<file path="config.mk">
export PLATFORM = sky130hd
export DESIGN_NAME = fetch_ctrl
export DESIGN_NICKNAME = d
export VERILOG_FILES = /design/src/rtl/fetch_pkg.sv /design/src/rtl/fetch_fifo.sv /design/src/rtl/fetch_ctrl.sv
export SDC_FILE = /design/constraint.sdc
export NUM_CORES = 1
export LEC_CHECK = 0
export CAP_MARGIN = 15
export CORE_ASPECT_RATIO = 0.75
export CORE_MARGIN = 4
export CORE_UTILIZATION = 40
export CTS_BUF_LIST = sky130_fd_sc_hd__clkbuf_16
export DETAILED_ROUTE_END_ITERATION = 8
export PLACE_DENSITY_LB_ADDON = 0.05
export SYNTH_ARGS = -nofsm -noshare
export SYNTH_HDL_FRONTEND = slang
export SYNTH_SLANG_ARGS = --single-unit
</file>
<file path="constraint.sdc">
create_clock -name clk -period 10.79 [get_ports clk]
set_clock_uncertainty 0.15 [all_clocks]
set_input_delay 1.6185 -clock clk [delete_from_list [all_inputs] [get_ports clk]]
set_output_delay 1.6185 -clock clk [all_outputs]
set_load 0.05 [all_outputs]
</file>
<file path="src/rtl/fetch_pkg.sv">
// Shared types and constants for the instruction-fetch sequencer.
package fetch_pkg;

  localparam int unsigned XLEN        = 32;
  localparam int unsigned INSTR_BYTES = 4;

  typedef enum logic [1:0] {
    ST_RUN   = 2'd0,
    ST_HALT  = 2'd1,
    ST_FAULT = 2'd2
  } fetch_state_e;

  localparam logic [1:0] FC_NONE     = 2'd0;
  localparam logic [1:0] FC_MISALIGN = 2'd1;
  localparam logic [1:0] FC_RANGE    = 2'd2;

  typedef struct packed {
    logic [XLEN-1:0] pc;
    logic [XLEN-1:0] instr;
  } fetch_entry_t;

endpackage

</file>
<file path="src/rtl/fetch_fifo.sv">
// Small circular skid FIFO holding fetched {pc, instr} entries; flush dominates push.
module fetch_fifo
  import fetch_pkg::*;
#(
  parameter int unsigned DEPTH = 2
) (
  input  logic                     clk,
  input  logic                     rst_n,
  input  logic                     push_i,
  input  logic                     pop_i,
  input  logic                     flush_i,
  input  fetch_entry_t             din_i,
  output fetch_entry_t             head_o,
  output logic [$clog2(DEPTH):0]   count_o,
  output logic                     full_o,
  output logic                     empty_o
);

  localparam int unsigned AW = $clog2(DEPTH);

  fetch_entry_t   mem_q [DEPTH];
  logic [AW-1:0]  rd_q, rd_d;
  logic [AW-1:0]  wr_q, wr_d;
  logic [AW:0]    cnt_q, cnt_d;

  always_comb begin
    rd_d  = rd_q;
    wr_d  = wr_q;
    cnt_d = cnt_q;
    if (flush_i) begin
      rd_d  = '0;
      wr_d  = '0;
      cnt_d = '0;
    end else begin
      if (push_i) wr_d = wr_q + 1'b1;
      if (pop_i)  rd_d = rd_q + 1'b1;
      case ({push_i, pop_i})
        2'b10:   cnt_d = cnt_q + 1'b1;
        2'b01:   cnt_d = cnt_q - 1'b1;
        default: cnt_d = cnt_q;
      endcase
    end
  end

  always_ff @(posedge clk or negedge rst_n) begin
    if (!rst_n) begin
      rd_q  <= '0;
      wr_q  <= '0;
      cnt_q <= '0;
    end else begin
      rd_q  <= rd_d;
      wr_q  <= wr_d;
      cnt_q <= cnt_d;
    end
  end

  // Storage needs no reset: the count alone decides what is valid.
  always_ff @(posedge clk) begin
    if (push_i && !flush_i) mem_q[wr_q] <= din_i;
  end

  assign head_o  = mem_q[rd_q];
  assign count_o = cnt_q;
  assign full_o  = (cnt_q == (AW+1)'(DEPTH));
  assign empty_o = (cnt_q == '0);

endmodule

</file>
<file path="src/rtl/fetch_ctrl.sv">
// Fetch sequencer: owns the PC, pushes {pc, instr} into the skid FIFO, handles redirect/halt/fault.
module fetch_ctrl
  import fetch_pkg::*;
#(
  parameter logic [31:0] RESET_PC   = 32'h0000_0000,
  parameter int unsigned IMEM_WORDS = 256,
  parameter int unsigned DEPTH      = 2
) (
  input  logic        clk,
  input  logic        rst_n,
  output logic [31:0] imem_addr,
  input  logic [31:0] imem_instr,
  output logic        out_valid,
  input  logic        out_ready,
  output logic [31:0] out_instr,
  output logic [31:0] out_pc,
  input  logic        redirect_valid,
  input  logic [31:0] redirect_pc,
  input  logic        halt_req,
  input  logic        resume,
  output logic        halted,
  output logic        fault,
  output logic [1:0]  fault_cause,
  output logic [31:0] fetch_count
);

  localparam logic [XLEN:0] PC_LIMIT = (XLEN+1)'(IMEM_WORDS * INSTR_BYTES);

  fetch_state_e          state_q, state_d;
  logic [XLEN-1:0]       pc_q, pc_d;
  logic [1:0]            cause_q, cause_d;
  logic [31:0]           fcnt_q, fcnt_d;

  logic                  push, pop, flush, slot_free, in_range;
  logic                  fifo_full, fifo_empty;
  logic [$clog2(DEPTH):0] fifo_count;
  fetch_entry_t          fifo_din, fifo_head;

  assign pop       = !fifo_empty && out_ready;
  assign slot_free = !fifo_full || pop;
  assign in_range  = ({1'b0, pc_q} < PC_LIMIT);

  // Redirect outranks everything; halt outranks fetch and the range check.
  always_comb begin
    state_d = state_q;
    pc_d    = pc_q;
    cause_d = cause_q;
    push    = 1'b0;
    flush   = 1'b0;
    if (redirect_valid) begin
      flush = 1'b1;
      if (redirect_pc[1:0] != 2'b00) begin
        state_d = ST_FAULT;
        cause_d = FC_MISALIGN;
      end else begin
        pc_d    = redirect_pc;
        state_d = ST_RUN;
        cause_d = FC_NONE;
      end
    end else begin
      case (state_q)
        ST_RUN: begin
          if (halt_req) begin
            state_d = ST_HALT;
          end else if (slot_free) begin
            if (in_range) begin
              push = 1'b1;
              pc_d = pc_q + XLEN'(INSTR_BYTES);
            end else begin
              state_d = ST_FAULT;
              cause_d = FC_RANGE;
            end
          end
        end
        ST_HALT:  if (resume) state_d = ST_RUN;
        default:  state_d = state_q;
      endcase
    end
  end

  assign fcnt_d = fcnt_q + {31'd0, push};

  always_ff @(posedge clk or negedge rst_n) begin
    if (!rst_n) begin
      state_q <= ST_RUN;
      pc_q    <= RESET_PC;
      cause_q <= FC_NONE;
      fcnt_q  <= '0;
    end else begin
      state_q <= state_d;
      pc_q    <= pc_d;
      cause_q <= cause_d;
      fcnt_q  <= fcnt_d;
    end
  end

  assign fifo_din = '{pc: pc_q, instr: imem_instr};

  fetch_fifo #(.DEPTH(DEPTH)) u_fifo (
    .clk     (clk),
    .rst_n   (rst_n),
    .push_i  (push),
    .pop_i   (pop),
    .flush_i (flush),
    .din_i   (fifo_din),
    .head_o  (fifo_head),
    .count_o (fifo_count),
    .full_o  (fifo_full),
    .empty_o (fifo_empty)
  );

  assign imem_addr   = pc_q;
  assign out_valid   = (fifo_count != '0);
  assign out_pc      = fifo_head.pc;
  assign out_instr   = fifo_head.instr;
  assign halted      = (state_q == ST_HALT);
  assign fault       = (state_q == ST_FAULT);
  assign fault_cause = cause_q;
  assign fetch_count = fcnt_q;

endmodule

</file>
Word-level counts from Yosys, hierarchy flattened
Memories as Yosys holds them, arrays and structs flattened.
Index checks and enable logic that the tools add are counted.
{"block": "classes", "n_addsub": 6, "magnitude_cmp": 1, "eq_ne": 11, "mux": 31, "n_reduce_logical": 20}
{"operator": "$mux W32", "n": 6}
{"operator": "$add A32 B1 Y32", "n": 1}
{"operator": "$add A32 B3 Y32 const B", "n": 1}
{"operator": "$lt A32 B11 Y1 const B", "n": 1}
{"operator": "$mux W2", "n": 10}
{"operator": "$reduce_bool A2 Y1", "n": 7}
{"operator": "$mux W1", "n": 13}
{"operator": "$ne A4 B4 Y1 const B", "n": 2}
{"operator": "$pmux W2 S2", "n": 2}
{"operator": "$reduce_and A4 Y1", "n": 2}
{"operator": "$eq A2 B2 Y1 const B", "n": 3}
{"operator": "$ne A2 B2 Y1 const B", "n": 3}
{"operator": "$reduce_bool A3 Y1", "n": 2}
{"operator": "$reduce_and A5 Y1", "n": 1}
{"operator": "$eq A2 B1 Y1 const B", "n": 2}
{"operator": "$logic_not A2 Y1", "n": 2}
{"operator": "$logic_not A1 Y1", "n": 3}
{"operator": "$ne A3 B3 Y1 const B", "n": 1}
{"operator": "$add A1 B1 Y1 const B", "n": 2}
{"operator": "$add A2 B1 Y2 const B", "n": 1}
{"operator": "$logic_and A1 B1 Y1", "n": 2}
{"operator": "$sub A2 B1 Y2 const B", "n": 1}
{"operator": "$logic_or A1 B1 Y1", "n": 1}
{"block": "word_totals", "ff_bits": 72, "ramBits": 128, "mem_count": 1}
{"name": "u_fifo.mem_q", "words": 2, "word_bits": 64, "rd": 1, "rd_clocked_by_memory_dff": 0, "wr": 1, "line_no": "fetch_fifo.sv:21", "source": "fetch_entry_t mem_q [DEPTH];"}

Longest topological paths before layout
{"block": "depth", "depth_word": 11, "depth_mapped": 9, "depth_no_buf": 9}

Hierarchy
A second synthesis with hierarchy kept.
{"block": "unflattened", "hier_cells": 558, "hier_area_um2": 8491.9}
{"module": "fetch_fifo", "instances": 1, "cells_per_inst": 220, "area_each_um2": 5038.6}
{"module": "fetch_ctrl", "instances": 1, "cells_per_inst": 338, "area_each_um2": 3453.3}

Worst setup path before layout
Ideal clock, no wire load.
{"block": "synth_path", "path_type": "in2reg", "startpoint": "in halt_req", "endpoint": "mem u_fifo.mem_q[0][0] in the netlist's numbering, enable pin", "arrival_ps": 6450, "required_time_ps": 10076, "setup_slack_ps": 3626, "path_stages": 3, "path_cell_list": "nor3_2 -> nand4_1 -> nor3_1"}
{"block": "synth_via", "elab_chain_len": 6}
{"element": "start, declared", "line_no": "fetch_ctrl.sv:19", "source": "input logic halt_req,"}
{"element": "$mux W1", "line_no": "fetch_ctrl.sv:63", "source": "if (halt_req) begin"}
{"element": "$mux W1", "line_no": "fetch_ctrl.sv:61", "source": "case (state_q)"}
{"element": "$mux W1", "line_no": "fetch_ctrl.sv:50", "source": "if (redirect_valid) begin"}
{"element": "$logic_and A1 B1 Y1", "line_no": "fetch_fifo.sv:59", "source": "if (push_i && !flush_i) mem_q[wr_q] <= din_i;"}
{"element": "$mux W1", "line_no": "fetch_fifo.sv:59"}
{"element": "$mux W1 (implied by the code)", "line_no": "fetch_fifo.sv:59"}
{"element": "end, declared", "line_no": "fetch_fifo.sv:21"}
Every way passes these cells.

Worst setup path in the final report
{"block": "layout_path", "startpoint": "in redirect_valid", "endpoint": "reg fcnt_q[20], in the netlist fetch_count[20]"}
{"block": "layout_via", "elab_chain_len": 2}
{"element": "start, declared", "line_no": "fetch_ctrl.sv:17", "source": "input logic redirect_valid,"}
{"element": "$mux W1", "line_no": "fetch_ctrl.sv:50"}
{"element": "$add A32 B1 Y32", "line_no": "fetch_ctrl.sv:81", "source": "assign fcnt_d = fcnt_q + {31'd0, push};"}
{"element": "net fcnt_d[20]", "line_no": "fetch_ctrl.sv:32", "source": "logic [31:0] fcnt_q, fcnt_d;"}
{"element": "end signal, assigned", "line_no": "fetch_ctrl.sv:93", "source": "fcnt_q <= fcnt_d;"}
{"element": "end, declared", "line_no": "fetch_ctrl.sv:32"}
The timed path passes the listed nets, and every way through them passes these cells.
A chain may end at the register's enable or synchronous reset.

==> impl_metrics.py <==
metrics = {
    "status": {
        "status": "finished clean",
    },
    "worst_setup_path": {
        "arrival_ns": 4.65,
        "end_kind": "flip-flop",
        "r2r_end": "fetch_count[20]",
        "rrSetupSlack_ns": 7.34,
        "worstPathMaxFanout": 21,
        "reg2reg_from": "imem_addr[30]",
        "worstSetupStartpointType": "input pin",
        "cp.required_ns": 10.95,
        "cp_num_buf_inv": 2,
        "slowest_stage": "nor3_1",
        "max_stage_delay_ns": 0.62,
        "path_cells": "clkdlybuf4s50_1 > buf_4 > nor3_1 > nand4_1 > nor2_1 > ha_1 > ha_1 > nand3_1 > nor3_1 > nand4_1 > xnor2_1",
        "critPathTopFamily": "simple AND/OR/NAND/NOR gates",
        "r2r.worst_path.cells": 9,
        "crit_type": "input pin to flip-flop",
    },
    "clock_tree": {
        "cts_buffers": 17,
        "clock_path_buffers": 2,
        "cts_setup_buffers": 0,
        "insertion_delay_ns": 0.43,
        "htreeDepth": 4,
        "hold_buffers": 0,
        "path_clk_slew_ns": 0.07,
        "clkSinkCount": 200,
        "cts_tree": "done",
        "ctsRootBufferMaster": "clkbuf_16",
        "cts_resized": 0,
    },
    "floorplan": {
        "core_area_sq_um": 20300,
        "die_y_um": 133,
        "start_util_pct": 40.8,
        "die_w_um": 174,
        "die-area_sq_um": 23100,
        "rows": 45,
        "ioPinCount": 203,
    },
    "routing": {
        "drt-initial-drc-count": 375,
        "drt-total-wl_um": 20400,
        "dr.pass1.iters": 6,
        "drc": 0,
        "viasPerCell": 5.16,
        "vias": 5521,
        "ant_nets": 0,
        "wire_per_inst_um": 19.1,
    },
    "timing": {
        "post-route-min-period_ns": 4.49,
        "final.setup.tns_ns": 0,
        "maxSlewViolCount": 0,
        "finalHoldViolations": 0,
        "setup_ws_ns": 6.30,
        "rsz0062_at_grt": "false",
        "slew_headroom_pct": 35.3,
        "worst_pin_slew_ns": 0.971,
        "setup_viol": 0,
        "fmax_mhz": 223,
        "post-route-period-util_pct": 41.6,
    },
    "placement": {
        "place_congestion": 0.799,
        "dp.cells": 1038,
        "place.port_buffers": 202,
        "detailed_place_hpwl_um": 13800,
        "pre_cts_ws_ns": 5.90,
    },
    "synth": {
        "yosys.area.top_type_share_pct": 46.3,
        "avgSynthCellArea_sq_um": 14.5,
        "synthCells": 572,
        "yosys.area.top_type": "edfxtp_1",
        "synth_cell_types": 58,
        "synth_seq_area_share_pct": 68.0,
        "ys.flop_type": "edfxtp_1",
        "netlist_area_sq_um": 8300,
        "synth-seq-cells": 200,
        "synth_nets": 646,
        "synth_edf_count": 128,
        "synthTopCellsByArea": "edfxtp_1 46%, dfrtp_1 22%, mux2_2 9.1%, xnor2_1 2.6%, nand2_1 1.6%",
        "yosys_warnings": 0,
        "async_reset_ff_share_pct": 36.0,
    },
    "finish": {
        "final_cells": 1069,
        "syn2layout_area_growth_pct": 35.1,
        "final_nets": 849,
        "fillers": 1718,
        "regArea_sq_um": 5650,
        "drive_above_1_share_pct": 16.0,
        "multi_input_area_sq_um": 2540,
        "antenna_cells": 0,
    },
    "worst_hold_path": {
        "hold_end": "fetch_count[27]",
        "min_path_cells": 1,
        "min_from": "fetch_count[27]",
        "hold_path_class": "flip-flop to flip-flop",
    },
    "global_routing": {
        "grt_pass1_vias": 5737,
        "grt-ovfl-total": 0,
        "antenna_found_initial": 0,
        "grt_usage_pct": 17.8,
        "grt_pass1_wl_um": 32400,
        "grt_max_degree": 73,
    },
    "power": {
        "p_leak_nw": 3.97,
        "power_mw": 1.68,
        "peakVddDrop_mv": 0.0970,
        "power_density_nw_per_um2": 150,
    },
    "job": {
        "maxCapViolCount": 0,
    },
}
## report_power, final
group	switching (mW)	internal [mW]	total [mW]
registers	0.0331	0.836	0.869
logic	0.0992	0.0681	0.167
clock network	0.294	0.348	0.642
## final cells by class
cell class / instances / area share, %
multi-input combinational: 340 / 22.6
clock buffer: 17 / 3.79
tap: 282 / 3.14
timing repair buffer: 206 / 18.3
sequential: 200 / 50.4
clock inverter: 14 / 1.49
inverter: 10 / 0.335
## layout by cell type (no fill, tap or decap), types with 2 or more instances in the layout
| cell type | netlist | final |
|---|---|---|
| a21oi_1 | 14 | 14 |
| a221oi_1 | 2 | 2 |
| a22o_1 | 2 | 2 |
| and2_1 | 3 | 3 |
| and3_1 | 9 | 8 |
| and4_1 | 8 | 8 |
| buf_4 | 1 | 5 |
| bufinv_16 | 0 | 2 |
| clkbuf_16 | 0 | 17 |
| clkdlybuf4s50_1 | 0 | 201 |
| clkinvlp_4 | 0 | 3 |
| dfrtp_1 | 72 | 71 |
| edfxtp_1 | 128 | 128 |
| ha_1 | 4 | 4 |
| inv_1 | 9 | 9 |
| inv_6 | 0 | 3 |
| inv_8 | 0 | 3 |
| mux2_2 | 67 | 67 |
| nand2_1 | 35 | 35 |
| nand2b_1 | 2 | 2 |
| nand3_1 | 17 | 17 |
| nand3b_1 | 3 | 3 |
| nand4_1 | 17 | 17 |
| nand4_2 | 2 | 2 |
| nor2_1 | 35 | 35 |
| nor2b_1 | 4 | 4 |
| nor3_1 | 14 | 12 |
| nor3_2 | 2 | 4 |
| nor4_1 | 7 | 7 |
| nor4_2 | 4 | 4 |
| nor4_4 | 2 | 2 |
| o211ai_1 | 2 | 2 |
| o21ai_0 | 6 | 6 |
| o22ai_1 | 21 | 21 |
| o32ai_1 | 3 | 3 |
| o41ai_1 | 2 | 2 |
| or3_1 | 2 | 2 |
| xnor2_1 | 25 | 25 |
| xor2_1 | 6 | 6 |
## per-layer routing
metal,track usage [%],share of wire [%],wire length [um]
met1,25.1,47,9510
met2,27.7,46,9370
met3,4.28,6.4,1300
met4,4.84,1.2,245
met5,0,0,0
## cell usage after synthesis (2+ instances only)
cell / number
a21oi_1: 14
a221oi_1: 2
a22o_1: 2
and2_1: 3
and3_1: 9
and4_1: 8
buf_2: 2
clkbuf_1: 17
dfrtp_1: 72
edfxtp_1: 128
ha_1: 4
inv_1: 9
mux2_2: 67
nand2_1: 35
nand2b_1: 2
nand3_1: 17
nand3b_1: 3
nand4_1: 17
nand4_2: 2
nor2_1: 35
nor2b_1: 4
nor3_1: 14
nor3_2: 2
nor4_1: 7
nor4_2: 4
nor4_4: 2
o211ai_1: 2
o21ai_0: 6
o22ai_1: 21
o32ai_1: 3
o41ai_1: 2
or3_1: 2
xnor2_1: 25
xor2_1: 6
## how the worst max path moves through the flow
stage | depth (start not counted) | start | endpoint
after floorplan | 3 | halt_req | u_fifo.mem_q[0][0]
after global placement | 11 | redirect_valid | fetch_count[20]
after detailed placement | 11 | redirect_valid | fetch_count[20]
after CTS | 2 | u_fifo.rd_q | out_pc[29]
after global routing | 11 | redirect_valid | fetch_count[20]
final | 11 | redirect_valid | fetch_count[20]
## flip-flops by register name (all words and copies together) (netlist names)
signal and flops:
fetch_count 32, fault_cause 2, state_q 2, u_fifo.count_o 2
u_fifo.rd_q 1, u_fifo.mem_q 128, imem_addr 32, u_fifo.wr_q 1
## cell families after synthesis
family / count (synthesis) / synth area share (%)
flip-flops: 200 / 68.0
AND/OR/NAND/NOR: 172 / 11.8
multiplexers: 68 / 9.21
AO/OA/AOI/OAI: 65 / 5.55
buffers and inverters: 32 / 1.63
XOR/XNOR: 31 / 3.27
adder cells (fa/ha/maj): 4 / 0.603
## worst register-to-register path, stage by stage, from the launching register on
cell and delay, ns:
dfrtp_1 0.48, nor4_2 0.40, nand4_2 0.36, nor2_1 0.28, ha_1 0.29, ha_1 0.17, nand3_1 0.20, nor3_1 0.62
nand4_1 0.22, xnor2_1 0.17
## metrics by stage
| stage | utilization [%] | hold slack [ns] | area, sq um |
|---|---|---|---|
| floorplan | - | 0.386 | 8300 |
| global route | 55.2 | 0.366 | 11200 |
| global placement | 52.3 | 0.322 | 10600 |
| CTS | 55.2 | 0.339 | 11200 |
| detailed placement | 52.3 | 0.329 | 10600 |
| finish | 55.2 | 0.342 | 11200 |
Power figures use the tool's default switching activity.
==> patch 1 (same flow settings) <==
The parameter `IMEM_WORDS` goes from 256 to 128.
--- a/src/rtl/fetch_ctrl.sv
+++ b/src/rtl/fetch_ctrl.sv
@@ -3,7 +3,7 @@
   import fetch_pkg::*;
 #(
   parameter logic [31:0] RESET_PC   = 32'h0000_0000,
-  parameter int unsigned IMEM_WORDS = 256,
+  parameter int unsigned IMEM_WORDS = 128,
   parameter int unsigned DEPTH      = 2
 ) (
   input  logic        clk,
Function: changed (a bounded check fails within 4 cycles, from zero or initial values and one cycle with rst_n low).
==> patch 1 against the original RTL <==
Utilization grew 0.53 points; total power decreased by 1.8%; design area fell by 2.6%; sequential cell count did not move; sequential power grew 0.8%; routed wire length down 5.0%; setup slack worse by 0.30 ns; synthesized area shrank 2.7%; critical path type unchanged; largest cell class unchanged; largest power group unchanged.
==> patch 1: results (changes against the original RTL) <==
.. list-table::
   :header-rows: 1

   * - Metric
     - Value
   * - Area contributors post-synth
     - edfxtp_1 48%, dfrtp_1 22%, mux2_2 8.9% (was edfxtp_1 46%, dfrtp_1 22%, mux2_2 9.1%)
   * - Number of nets in the synthesized netlist
     - 619 (was 646)
   * - Data arrival time of the worst path
     - 4.95 ns (was 4.65 ns)
   * - Sequential fraction of the synthesis area
     - 69.9% (was 68.0%)
   * - Slew margin rel.
     - 35.4% (was 35.3%)
   * - Worst hold margin
     - 0.340 ns (was 0.342 ns)
   * - Worst slack at placement
     - 5.49 ns (was 5.90 ns)
   * - Count of unique library cells instantiated by Yosys
     - 46 (was 58)
   * - Worst flop-to-flop path startpoint
     - imem_addr[31]$_DFFE_PN0P_ (was imem_addr[30]$_DFFE_PN0P_)
   * - Initial antenna violation count
     - 1 (was 0)
   * - Worst supply voltage drop on vdd
     - 0.0660 mV (was 0.0970 mV)
   * - Status
     - finished, final reports clean (unchanged)
   * - Worst Hold Endpoint
     - fetch_count[31]$_DFF_PN0_ (was fetch_count[27]$_DFF_PN0_)
   * - Stage delay of the slowest cell on the critical path
     - 0.51 ns (was 0.62 ns)
   * - Overall Global Routing Usage
     - 17.3% (was 17.8%)
   * - Final nets
     - 824 (was 849)
   * - Wire length of the first global-routing pass
     - 29900 um (was 32400 um)
   * - Fraction of final layout cells with drive strength greater than 1
     - 14.8% (was 16.0%)
   * - Worst reg2reg endpoint
     - fetch_count[26]$_DFF_PN0_ (was fetch_count[20]$_DFF_PN0_)
   * - Crit. Startpoint
     - out_ready (was redirect_valid)
   * - Peak fanout along the critical path
     - 6 (was 21)
   * - Share of cell area taken by muxes after synthesis
     - 9.17% (was 9.21%)
   * - Xor and xnor area share after synthesis
     - 3.80% (was 3.27%)
   * - Via count of the first global-routing pass
     - 5334 (was 5737)
   * - Leakage power
     - 3.96 nW (was 3.97 nW)
   * - Total placed instance area
     - 10400 um2 (was 10600 um2)
   * - Library cell contributing the largest single delay on the critical path
     - clkdlybuf4s50_1 (was nor3_1)
==> patch 1: cell count changes after synthesis, moves of 5 or more <==
cell / change
nand2_1: -14
o22ai_1: -8
nor2_1: +7
nand3_1: +8
a21oi_1: +9
nor3_1: -10
nand4_1: -5
==> patch 1: how the worst max path moves through the flow <==
stage                                        end
CTS                    fetch_count[26]$_DFF_PN0_
finish                 fetch_count[26]$_DFF_PN0_
detailed placement     fetch_count[26]$_DFF_PN0_
floorplan           u_fifo.mem_q[0][0]$_DFFE_PP_
global route           fetch_count[26]$_DFF_PN0_
global placement    u_fifo.mem_q[0][6]$_DFFE_PP_
==> patch 1: stage by stage <==
| step | power (mW) | std cells |
|---|---|---|
| after global routing | 1.71 | 1017 |
| after detailed placement | 1.07 | 984 |
| after CTS | 1.66 | 1015 |
| final | 1.65 | 1017 |
| after global placement | 1.07 | 984 |
| after floorplan | 0.982 | 546 |
==> patch 1: metal layers <==
metal  share of wire [%]  GRT usage, %
met5                   0             0
met4                 1.8          5.78
met3                 6.9          4.89
met2                  46          25.5
met1                  46          24.9
==> patch 1: final cells by class <==
class	instances	area [um2]
Sequential cell	200	5650
Clock buffer	17	425
Fill cell	1595	8680
Tap cell	253	317
Inverter	9	33.8
Multi-Input combinational cell	317	2330
Timing Repair Buffer	206	2050
Antenna cell	1	2.50
Clock inverter	14	116
==> patch 1: kinds of logic after synthesis <==
| family | count (synthesis) |
|---|---|
| simple gates | 146 |
| fa+ha+maj | 3 |
| compound gates | 67 |
| xor+xnor | 35 |
| buf+inv | 29 |
| mux | 66 |
| flops | 200 |
==> patch 1: power breakdown <==
part	switching, mW	leakage (nW)	internal, mW
Combinational	0.112	1.63	0.0709
Sequential	0.0363	2.07	0.840
Clock	0.289	0.260	0.300
==> patch 2 (same settings) <==
Without the edit above. Register the output `fault_cause` once more, with the module's reset; this adds one clock of latency there. The other outputs are not delayed to match.
--- a/src/rtl/fetch_ctrl.sv
+++ b/src/rtl/fetch_ctrl.sv
@@ -115,7 +115,13 @@
   assign out_instr   = fifo_head.instr;
   assign halted      = (state_q == ST_HALT);
   assign fault       = (state_q == ST_FAULT);
-  assign fault_cause = cause_q;
+  always_ff @(posedge clk or negedge rst_n) begin
+    if (!rst_n) begin
+      fault_cause <= '0;
+    end else begin
+      fault_cause <= cause_q;
+    end
+  end
   assign fetch_count = fcnt_q;
 
 endmodule
Formal check against the unedited RTL: not equivalent (Yosys sat finds a counterexample within 4 cycles, from zero or initial values and one cycle with rst_n low).
==> patch 2 against the original RTL <==
Synthesized area down 1.9%; setup slack worse by 0.023 ns; design area down 1.1%; routed wire length down 1.9%; combinational power up 14%; sequential cell count up 2; global-route usage down 0.61 points; count of clock-buffer cells in the layout up 4; total power up 3.5%; fmax down 0.52%; sequential share of layout area up 1.0 points; largest cell class unchanged.
==> patch 2: results (changes against the original RTL) <==
.. list-table::
   :header-rows: 1

   * - Metric
     - Value
   * - Leakage power
     - 4.02 nW (was 3.97 nW)
   * - Routed length on met2
     - 8830 um (was 9370 um)
   * - Register with the most flip-flops
     - u_fifo.mem_q (unchanged)
   * - Total number of vias
     - 5436 (was 5521)
   * - Area contributors post-synth
     - edfxtp_1 47%, dfrtp_1 23%, mux2_2 8.8% (was edfxtp_1 46%, dfrtp_1 22%, mux2_2 9.1%)
   * - Fraction of met2 tracks used by global routing
     - 26.1% (was 27.7%)
   * - Clock network area share
     - 5.62% (was 5.29%)
   * - Sequential fraction of the synthesis area
     - 69.9% (was 68.0%)
   * - Pin count of the biggest net entering global routing
     - 75 (was 73)
   * - Fraction of final layout cells with drive strength greater than 1
     - 14.6% (was 16.0%)
   * - Clock buffers created by TritonCTS
     - 21 (was 17)
   * - Final nets
     - 845 (was 849)
   * - Worst supply voltage drop on vdd
     - 0.0668 mV (was 0.0970 mV)
   * - Top cells by instance count after synthesis
     - 128 x edfxtp_1, 74 x dfrtp_1, 64 x mux2_2 (was 128 x edfxtp_1, 72 x dfrtp_1, 67 x mux2_2)
   * - Flip-flop and latch share of the layout cell area
     - 51.4% (was 50.4%)
   * - Number of sinks driven by the clock tree
     - 202 (was 200)
   * - Xor and xnor area share after synthesis
     - 3.55% (was 3.27%)
   * - Non-clock buffering overhead
     - 18.5% (was 18.3%)
   * - First drt pass iteration count
     - 5 (was 6)
   * - Multi-Input Combinational
     - 327 (was 340)
   * - Deepest clock path buffer count
     - 3 (was 2)
   * - Status
     - finished, final reports clean (unchanged)
   * - Routability congestion estimate from global placement
     - 0.846 (was 0.799)
   * - Share of cell area taken by muxes after synthesis
     - 9.21% (about the same)
   * - Peak fanout along the critical path
     - 65 (was 21)
   * - # H-tree levels
     - 1 (was 4)
   * - Synth Area in Adders
     - 0.614% (was 0.603%)
   * - Synthesized-area fraction occupied by ao, oa, aoi and oai cells
     - 5.10% (was 5.55%)
   * - Via count of the first global-routing pass
     - 5686 (was 5737)
   * - Filler Cell Count
     - 1610 (was 1718)
   * - Count of non-CTS buffers in the layout
     - 207 (was 206)
   * - Fraction of registers with async set or reset after synthesis
     - 36.6% (was 36.0%)
   * - Met3 WL post-DR
     - 1270 um (was 1300 um)
   * - Data arrival time of the worst path
     - 2.75 ns (was 4.65 ns)
   * - Routed length on met1
     - 9520 um (was 9510 um)
   * - Number of nets in the synthesized netlist
     - 631 (was 646)
   * - Tightest Pin Transition
     - 0.967 ns (was 0.971 ns)
   * - Source-to-sink clock delay at the later pin of the worst-skew pair
     - 0.49 ns (was 0.43 ns)
   * - GRT met1 Usage
     - 25.1% (about the same)
   * - HPWL after detailed placement
     - 13500 um (was 13800 um)
   * - Final Routed Wirelength
     - 20000 um (was 20400 um)
   * - Non-clock inverter count
     - 12 (was 10)
[patch 2: cell types whose count changed in the layout (fill, tap and decap cells not counted), sizes merged, moves of 5 or more]
cell and delta:
nor4 -5, clkinv +10, o22ai -13, and4 -6, nand4 -5, nand3 +9
nor2 +5, and3 -7, a21oi +6
[patch 2: worst max-delay path: stages (launching register included)]
cell             delay [ns]
dfrtp_4                0.99
mux2_2                 0.45
clkdlybuf4s50_1        0.72
[patch 2: report_power, final]
| group | switching [mW] | internal (mW) | leakage [nW] |
|---|---|---|---|
| Combinational | 0.117 | 0.0737 | 1.65 |
| Sequential | 0.0401 | 0.850 | 2.06 |
| Clock | 0.279 | 0.376 | 0.317 |
| Total | 0.436 | 1.30 | 4.02 |
[patch 2: final timing paths]
path                                           startpoint                   endpoint  slack [ns]  cells after the start
min in group asynchronous                           rst_n  fetch_count[23]$_DFF_PN0_        1.13                      1
worst min-delay path               cause_q[0]$_DFFE_PN0P_   fault_cause[0]$_DFF_PN0_        0.25                      0
worst max register to register  imem_addr[25]$_DFFE_PN0P_  fetch_count[31]$_DFF_PN0_        7.44                      8
worst max-delay path              u_fifo.rd_q$_DFFE_PN0P_                  out_pc[6]        6.27                      2
max in group asynchronous                           rst_n    u_fifo.rd_q$_DFFE_PN0P_        8.63                      1
worst min register to register     cause_q[0]$_DFFE_PN0P_   fault_cause[0]$_DFF_PN0_        0.25                      0
[patch 2: through the flow]
step           cells  hold slack (ns)  area (um2)  setup WS [ns]
2_1_floorplan    557            0.204        8150           3.72
3_5_place_dp    1001            0.219       10500           6.13
5_1_grt         1039            0.274       11100           6.19
6_report        1039            0.251       11100           6.27
4_1_cts         1039            0.251       11100           6.24
3_3_place_gp    1001            0.233       10500           6.19
